File: src/rtl/cabac_bin_sched.sv
// Sequencer between the CABAC syntax parser and the arithmetic bin decoder:
// buffers bitstream bytes, issues one gated decoder update per bin, returns bins.
module cabac_bin_sched #(
    parameter int FIFO_DEPTH = 4,
    parameter int CNT_W      = 16
) (
    input  logic             clk,
    input  logic             reset,
    input  logic             start,
    input  logic             bs_valid,
    input  logic [7:0]       bs_data,
    output logic             bs_ready,
    input  logic             req_valid,
    input  logic             req_bypass,
    input  logic [7:0]       req_pState,
    input  logic             req_n_bin,
    output logic             req_ready,
    output logic             bin_valid,
    output logic [1:0]       bin_val,
    input  logic             bin_ready,
    output logic             dec_reset,
    output logic             dec_en,
    output logic             dec_bypass,
    output logic [7:0]       dec_pState,
    output logic             dec_n_bin,
    output logic [7:0]       dec_data,
    input  logic             dec_request_byte,
    input  logic [1:0]       dec_bin,
    output logic             busy,
    output logic [CNT_W-1:0] bin_count
);
    localparam int PTR_W = $clog2(FIFO_DEPTH);
    localparam logic [PTR_W:0] FULL_CNT = (PTR_W+1)'(FIFO_DEPTH);

    typedef enum logic [2:0] {
        IDLE   = 3'd0,
        INIT   = 3'd1,
        READY  = 3'd2,
        ISSUE  = 3'd3,
        RESULT = 3'd4
    } state_t;

    state_t             state_r;
    state_t             next_state_s;
    logic               byp_r;
    logic [7:0]         pstate_r;
    logic               nbin_r;
    logic [7:0]         mem_r [FIFO_DEPTH];
    logic [PTR_W-1:0]   wr_ptr_r;
    logic [PTR_W-1:0]   rd_ptr_r;
    logic [PTR_W:0]     count_r;
    logic [CNT_W-1:0]   bin_count_r;
    logic               fifo_empty_s;
    logic               fifo_full_s;
    logic               push_s;
    logic               pop_s;
    logic               stall_s;
    logic               accept_s;
    logic               bin_done_s;

    assign fifo_empty_s = (count_r == {(PTR_W+1){1'b0}});
    assign fifo_full_s  = (count_r == FULL_CNT);
    assign push_s       = bs_valid && !fifo_full_s;
    // A byte-starved decoder must not advance; the stall ends once a byte is buffered.
    assign stall_s      = dec_request_byte && fifo_empty_s;
    assign pop_s        = (state_r == ISSUE) && dec_request_byte && !fifo_empty_s;
    assign accept_s     = (state_r == READY) && !start && req_valid;
    assign bin_done_s   = (state_r == RESULT) && bin_ready;
    assign bin_count    = bin_count_r;

    // Next-state and decoder/handshake output decode
    always_comb begin
        next_state_s = state_r;
        req_ready    = 1'b0;
        bin_valid    = 1'b0;
        bin_val      = 2'b00;
        dec_reset    = 1'b0;
        dec_en       = 1'b0;
        dec_bypass   = 1'b0;
        dec_pState   = 8'h00;
        dec_n_bin    = 1'b0;
        case (state_r)
            IDLE: begin
                if (start) next_state_s = INIT;
                else       next_state_s = IDLE;
            end
            INIT: begin
                dec_reset    = 1'b1;
                next_state_s = READY;
            end
            READY: begin
                req_ready = !start;
                if (start)         next_state_s = INIT;
                else if (req_valid) next_state_s = ISSUE;
                else               next_state_s = READY;
            end
            ISSUE: begin
                dec_bypass = byp_r;
                dec_pState = pstate_r;
                dec_n_bin  = nbin_r;
                dec_en     = !stall_s;
                if (stall_s) next_state_s = ISSUE;
                else         next_state_s = RESULT;
            end
            RESULT: begin
                bin_valid = 1'b1;
                bin_val   = dec_bin;
                if (bin_ready) next_state_s = READY;
                else           next_state_s = RESULT;
            end
            default: next_state_s = IDLE;
        endcase
    end

    assign busy     = (state_r != IDLE) && (state_r != READY);
    assign bs_ready = !fifo_full_s;
    assign dec_data = fifo_empty_s ? 8'h00 : mem_r[rd_ptr_r];

    // State register and request latch
    always_ff @(posedge clk) begin
        if (reset) begin
            state_r  <= IDLE;
            byp_r    <= 1'b0;
            pstate_r <= 8'h00;
            nbin_r   <= 1'b0;
        end else begin
            state_r <= next_state_s;
            if (accept_s) begin
                byp_r    <= req_bypass;
                pstate_r <= req_pState;
                nbin_r   <= req_n_bin;
            end
        end
    end

    // Byte FIFO pointers and occupancy
    always_ff @(posedge clk) begin
        if (reset) begin
            wr_ptr_r <= {PTR_W{1'b0}};
            rd_ptr_r <= {PTR_W{1'b0}};
            count_r  <= {(PTR_W+1){1'b0}};
        end else begin
            if (push_s) wr_ptr_r <= wr_ptr_r + PTR_W'(1);
            if (pop_s)  rd_ptr_r <= rd_ptr_r + PTR_W'(1);
            case ({push_s, pop_s})
                2'b10:   count_r <= count_r + (PTR_W+1)'(1);
                2'b01:   count_r <= count_r - (PTR_W+1)'(1);
                default: count_r <= count_r;
            endcase
        end
    end

    // Byte FIFO storage; contents are qualified by the occupancy count
    always_ff @(posedge clk) begin
        if (push_s && !reset) mem_r[wr_ptr_r] <= bs_data;
    end

    // Delivered-bin counter, saturating
    always_ff @(posedge clk) begin
        if (reset || state_r == INIT) begin
            bin_count_r <= {CNT_W{1'b0}};
        end else if (bin_done_s && bin_count_r != {CNT_W{1'b1}}) begin
            bin_count_r <= bin_count_r + CNT_W'(1);
        end else begin
            bin_count_r <= bin_count_r;
        end
    end
endmodule

File: config.mk
export PLATFORM = sky130hd
export DESIGN_NAME = cabac_bin_sched
export DESIGN_NICKNAME = d
export VERILOG_FILES = /design/src/rtl/cabac_bin_sched.sv
export SDC_FILE = /design/constraint.sdc
export NUM_CORES = 1
export LEC_CHECK = 0
export CORE_MARGIN = 2
export CORE_UTILIZATION = 30
export DETAILED_ROUTE_END_ITERATION = 10
export PLACE_DENSITY_LB_ADDON = 0.15
export SLEW_MARGIN = 20
export SYNTH_ARGS = -nofsm -noshare
export SYNTH_HDL_FRONTEND = slang
export SYNTH_SLANG_ARGS = --single-unit
File: constraint.sdc
create_clock -name clk -period 6.81 [get_ports clk]
set_clock_uncertainty 0.05 [all_clocks]
set_input_delay 1.362 -clock clk [delete_from_list [all_inputs] [get_ports clk]]
set_output_delay 1.362 -clock clk [all_outputs]
set_load 0.01 [all_outputs]
After elaboration in Yosys (flattened, before gate mapping)

Memories as Yosys holds them, arrays and structs flattened. A register that Yosys moved wholly into a read port is not among the register bits.
Cells that the tools add are included.

Bits of input ports: 27
Bits in registers: 36
Memories: 1
Output and inout bits: 42
Bits in writable memories: 32
Logic and storage cells: 63

Memory list:

| name  | words | width | read ports | clocked after Yosys merged registers in | wr ports | RTL line | source |
|---|---|---|---|---|---|---|---|
| mem_r | 4     | 8     | 1          | 1                                       | 1        | 48       | `logic [7:0] mem_r [FIFO_DEPTH];` |

Equal/unequal tests: 9
Add/subtract/negate cells: 5
Mux-type cells: 20
Reductions and logical operators: 20

Operator list:

| kind                  | number |
|---|---|
| $add 16x1->16 const B | 1 |
| $mux 8                | 2 |
| $ne 16x16->1 const B  | 1 |
| $pmux 3 s5            | 1 |
| $logic_and 1x1->1     | 10 |
| $mux 1                | 10 |
| $mux 2                | 4 |
| $eq 3x2->1 const B    | 2 |
| $eq 3x3->1 const B    | 2 |
| $logic_not 3->1       | 2 |
| $mux 3                | 2 |
| $pmux 3 s2            | 1 |
| $logic_not 1->1       | 5 |
| $add 2x1->2 const B   | 2 |
| $add 3x1->3 const B   | 1 |
| $eq 3x1->1 const B    | 1 |
| $ne 3x2->1 const B    | 1 |
| $reduce_bool 3->1     | 1 |
| $sub 3x1->3 const B   | 1 |
| $eq 2x1->1 const B    | 1 |
| $eq 2x2->1 const B    | 1 |
| $reduce_bool 2->1     | 1 |
| $logic_or 1x1->1      | 1 |

Logic depth before layout (Yosys ltp)

Depth after elaboration: 6
Depth in mapped cells: 9

Worst setup path after synthesis

No wires, ideal clock.

Path kind: input to output
Start point: input port start
End point: output port req_ready
Stages: 2
Required time: 5.398 ns
Path buffers: 1
Data arrival time: 2.079 ns
Slack: 3.319 ns
Cell sequence: nor4b_1 > clkbuf_1

Word-level cells in the longest chain between the ends: 2

Ends and longest elaborated chain:

| what            | RTL line | source |
|---|---|---|
| from (decl)     | 9        | `input logic start,` |
| $logic_not 1->1 | 92       | `req_ready = !start;` |
| $mux 1          | 82       | `case (state_r)` |
| to (decl)       | 17       | `output logic req_ready,` |

Every way passes these cells.

Final worst setup path

Same ends and word-level chain as after synthesis.

==> flow_summary.json <==
{
  "timing.final.ws_setup_ns": 2.041,
  "rows": 37,
  "combPwrFrac_pct": 8.7,
  "final_hold_viol_count": 0,
  "yosys-top-cells-area": "edfxtp_1, dfxtp_1, mux4_2",
  "synth_top_area_cell": "edfxtp_1",
  "maxSlewHeadroom_pct": 33.70,
  "cts_buffer_depth": 2,
  "area_delta_synth_final_pct": 32.27,
  "vias": 2362,
  "drv_slew": 0,
  "p_switching_w": 0.0002134,
  "cap_violations": 0,
  "crit_arrival_ns": 3.36,
  "drc": 0,
  "fillers": 1001,
  "final_core_util_pct": 40.60,
  "p_seq_share_pct": 51.9,
  "numCtsBuffers": 9,
  "synth_common_cells": "dfxtp_1, edfxtp_1, a21oi_1, nand2_1, nand3_1",
  "cts_resized": 0,
  "synth_warnings": 0,
  "grt_max_degree": 23,
  "multi_input_area_mm2": 0.001344,
  "setup_tns_ns": 0,
  "antenna_cells": 0,
  "synth_top_area_share_pct": 30.60,
  "cp-end-kind": "output pin",
  "fmax_ghz": 0.2097,
  "overflow": 0,
  "fin_crit_sh_pct": 70.03,
  "pre_cts_slack_ns": 2.004,
  "antenna_found_initial": 0,
  "min_period_ns": 4.769,
  "sw_frac_of_total_pct": 24.36,
  "wirelength_mm": 6.922,
  "status": "completed",
  "gp_congestion": 0.7588,
  "p_clk_share_pct": 39.4,
  "clk_pin_slew_worst_paths_ns": 0.09,
  "die_x_um": 106.3,
  "p_per_area_mw_per_mm2": 210.9,
  "p_total_w": 0.0008759,
  "initial_core_util_pct": 30.70,
  "first_iter_violations": 87,
  "placed_cell_area_mm2": 0.003941,
  "io_pins": 69,
  "cts_tree": "done",
  "yosysUniqueCellTypes": 47,
  "cts_root_buffer": "clkbuf_8",
  "numClockSinks": 70,
  "setup_violations": 0,
  "synth.most_common_cell": "dfxtp_1",
  "detail_route.wl_per_cell_um": 14.18,
  "io_buffers": 68,
  "clock_latency_ns": 0.35,
  "die_area_mm2": 0.01130,
  "cts_setup_buffers": 0,
  "p_int_w": 0.0006625,
  "yosysSeqAreaShare_pct": 54.82,
  "drt_pass1_iterations": 4,
  "netlist_area_mm2": 0.003141,
  "vdd_drop_max_v": 0.00008630,
  "worstPathRequired_ns": 5.40,
  "die_y_um": 106.3,
  "cp_max_fo": 12,
  "p_leak_nw": 1.313,
  "start_kind": "input pin",
  "worst-setup-path-type": "input pin to output pin",
  "finalInstanceArea_mm2": 0.004154,
  "synth.avg_cell_area_um2": 11.10,
  "synth.net_count": 317,
  "max_slew.worst_pin.slew_ns": 0.9920,
  "rsz0062_at_grt": "false",
  "ctsHoldBuffers": 0,
  "min_path_type": "flop to flop",
  "drive_gt1_share_pct": 9.091,
  "grt_pass1_vias": 2307,
  "gr-usage-all-layers_pct": 12.87,
  "async_reset_ff_share_pct": 0,
  "dp_hpwl_mm": 4.832,
  "nets": 381,
  "seqCellArea_mm2": 0.001722,
  "cts-htree-levels": 3,
  "syn_inst": 283,
  "drtAntennaViolNets": 0,
  "synth_ff_type": "dfxtp_1",
  "core_area_mm2": 0.01023,
  "grt_first_pass_wirelength_mm": 11.39,
  "ys_ff_latch": 70,
  "avgViaCountPerCell": 4.840,
  "synth-edff-count": 32
}
[final timing paths]
path,start,endpoint,slack (ns),depth (start not counted)
min reg2reg,pstate_r[0],pstate_r[0],0.41,2
max reg2reg,state_r[2],count_r[2],4.20,8
min,pstate_r[0],pstate_r[0],0.41,2
max,start,req_ready,2.04,3
[metal layers]
layer | GRT usage (%) | up-vias | wire, µm
li1 | - | 1181 | -
met1 | 15.98 | 1125 | 3121
met2 | 21.06 | 43 | 3391
met4 | 5.827 | 0 | 113
met3 | 3.250 | 13 | 295
met5 | 0 | - | 0
[logic make-up after synthesis]
group / count (synthesis) / share of synthesized area, %
AND/OR/NAND/NOR: 117 / 21.71
flip-flops: 70 / 54.82
AO/OA/AOI/OAI: 53 / 10.24
buffers and inverters: 23 / 3.068
multiplexers: 8 / 5.737
adder cells (fa/ha/maj): 7 / 3.028
XOR/XNOR: 5 / 1.395
[stage by stage]
step,hold WS (ns),instances
3_3_place_gp,0.3903,472
3_5_place_dp,0.3951,472
6_report,0.4059,488
4_1_cts,0.4083,488
2_1_floorplan,0.3817,283
5_1_grt,0.4331,488
[power groups by stage]
stage / combinational [W] / sequential (W) / clock (W)
2_1_floorplan: 0.0000392 / 0.000462 / 0
3_3_place_gp: 0.0000768 / 0.000465 / 0
3_5_place_dp: 0.0000775 / 0.000465 / 0
4_1_cts: 0.0000779 / 0.000455 / 0.000358
5_1_grt: 0.0000844 / 0.000457 / 0.000375
6_report: 0.0000758 / 0.000455 / 0.000345
[registers in the layout (all words and copies together), names as in the netlist, named ones only]
name	flops
bin_count	16
byp_r	1
count_r	3
mem_r	32
nbin_r	1
pstate_r	8
rd_ptr_r	2
state_r	3
wr_ptr_r	2
[layout by cell type (no fill, tap or decap), types with 2 or more instances in the layout]
cell / n
inv_6: 3
nor2b_1: 10
ha_1: 6
nor3_1: 3
inv_1: 7
or3_1: 7
o31a_1: 2
nor2_1: 11
clkdlybuf4s50_1: 68
dfxtp_1: 38
o211ai_1: 2
clkinvlp_4: 2
or4_1: 10
a21oi_1: 27
xor2_1: 3
o31ai_1: 7
and3b_1: 2
nor3b_1: 2
edfxtp_1: 32
mux4_2: 8
nor4_1: 2
nand3_1: 17
and2_1: 15
nand4_1: 4
and3_1: 2
o21a_1: 2
or2_2: 2
o21ai_1: 3
o21ai_0: 3
nand2_1: 21
clkbuf_8: 9
xnor2_1: 2
[cell type report]
cell class                      instances  share of cell area, %
Sequential cell                        70                  41.45
Multi-Input combinational cell        190                  32.35
Tap cell                              136                  4.096
Inverter                                7                 0.6325
Clock inverter                          7                  1.928
Clock buffer                            9                  2.982
Timing Repair Buffer                   69                  16.57
[worst max-delay path: stages]
cell	delay, ns
clkdlybuf4s50_1	0.46
nor4b_2	0.84
clkdlybuf4s50_1	0.70
(Power assumes the default switching activity.)
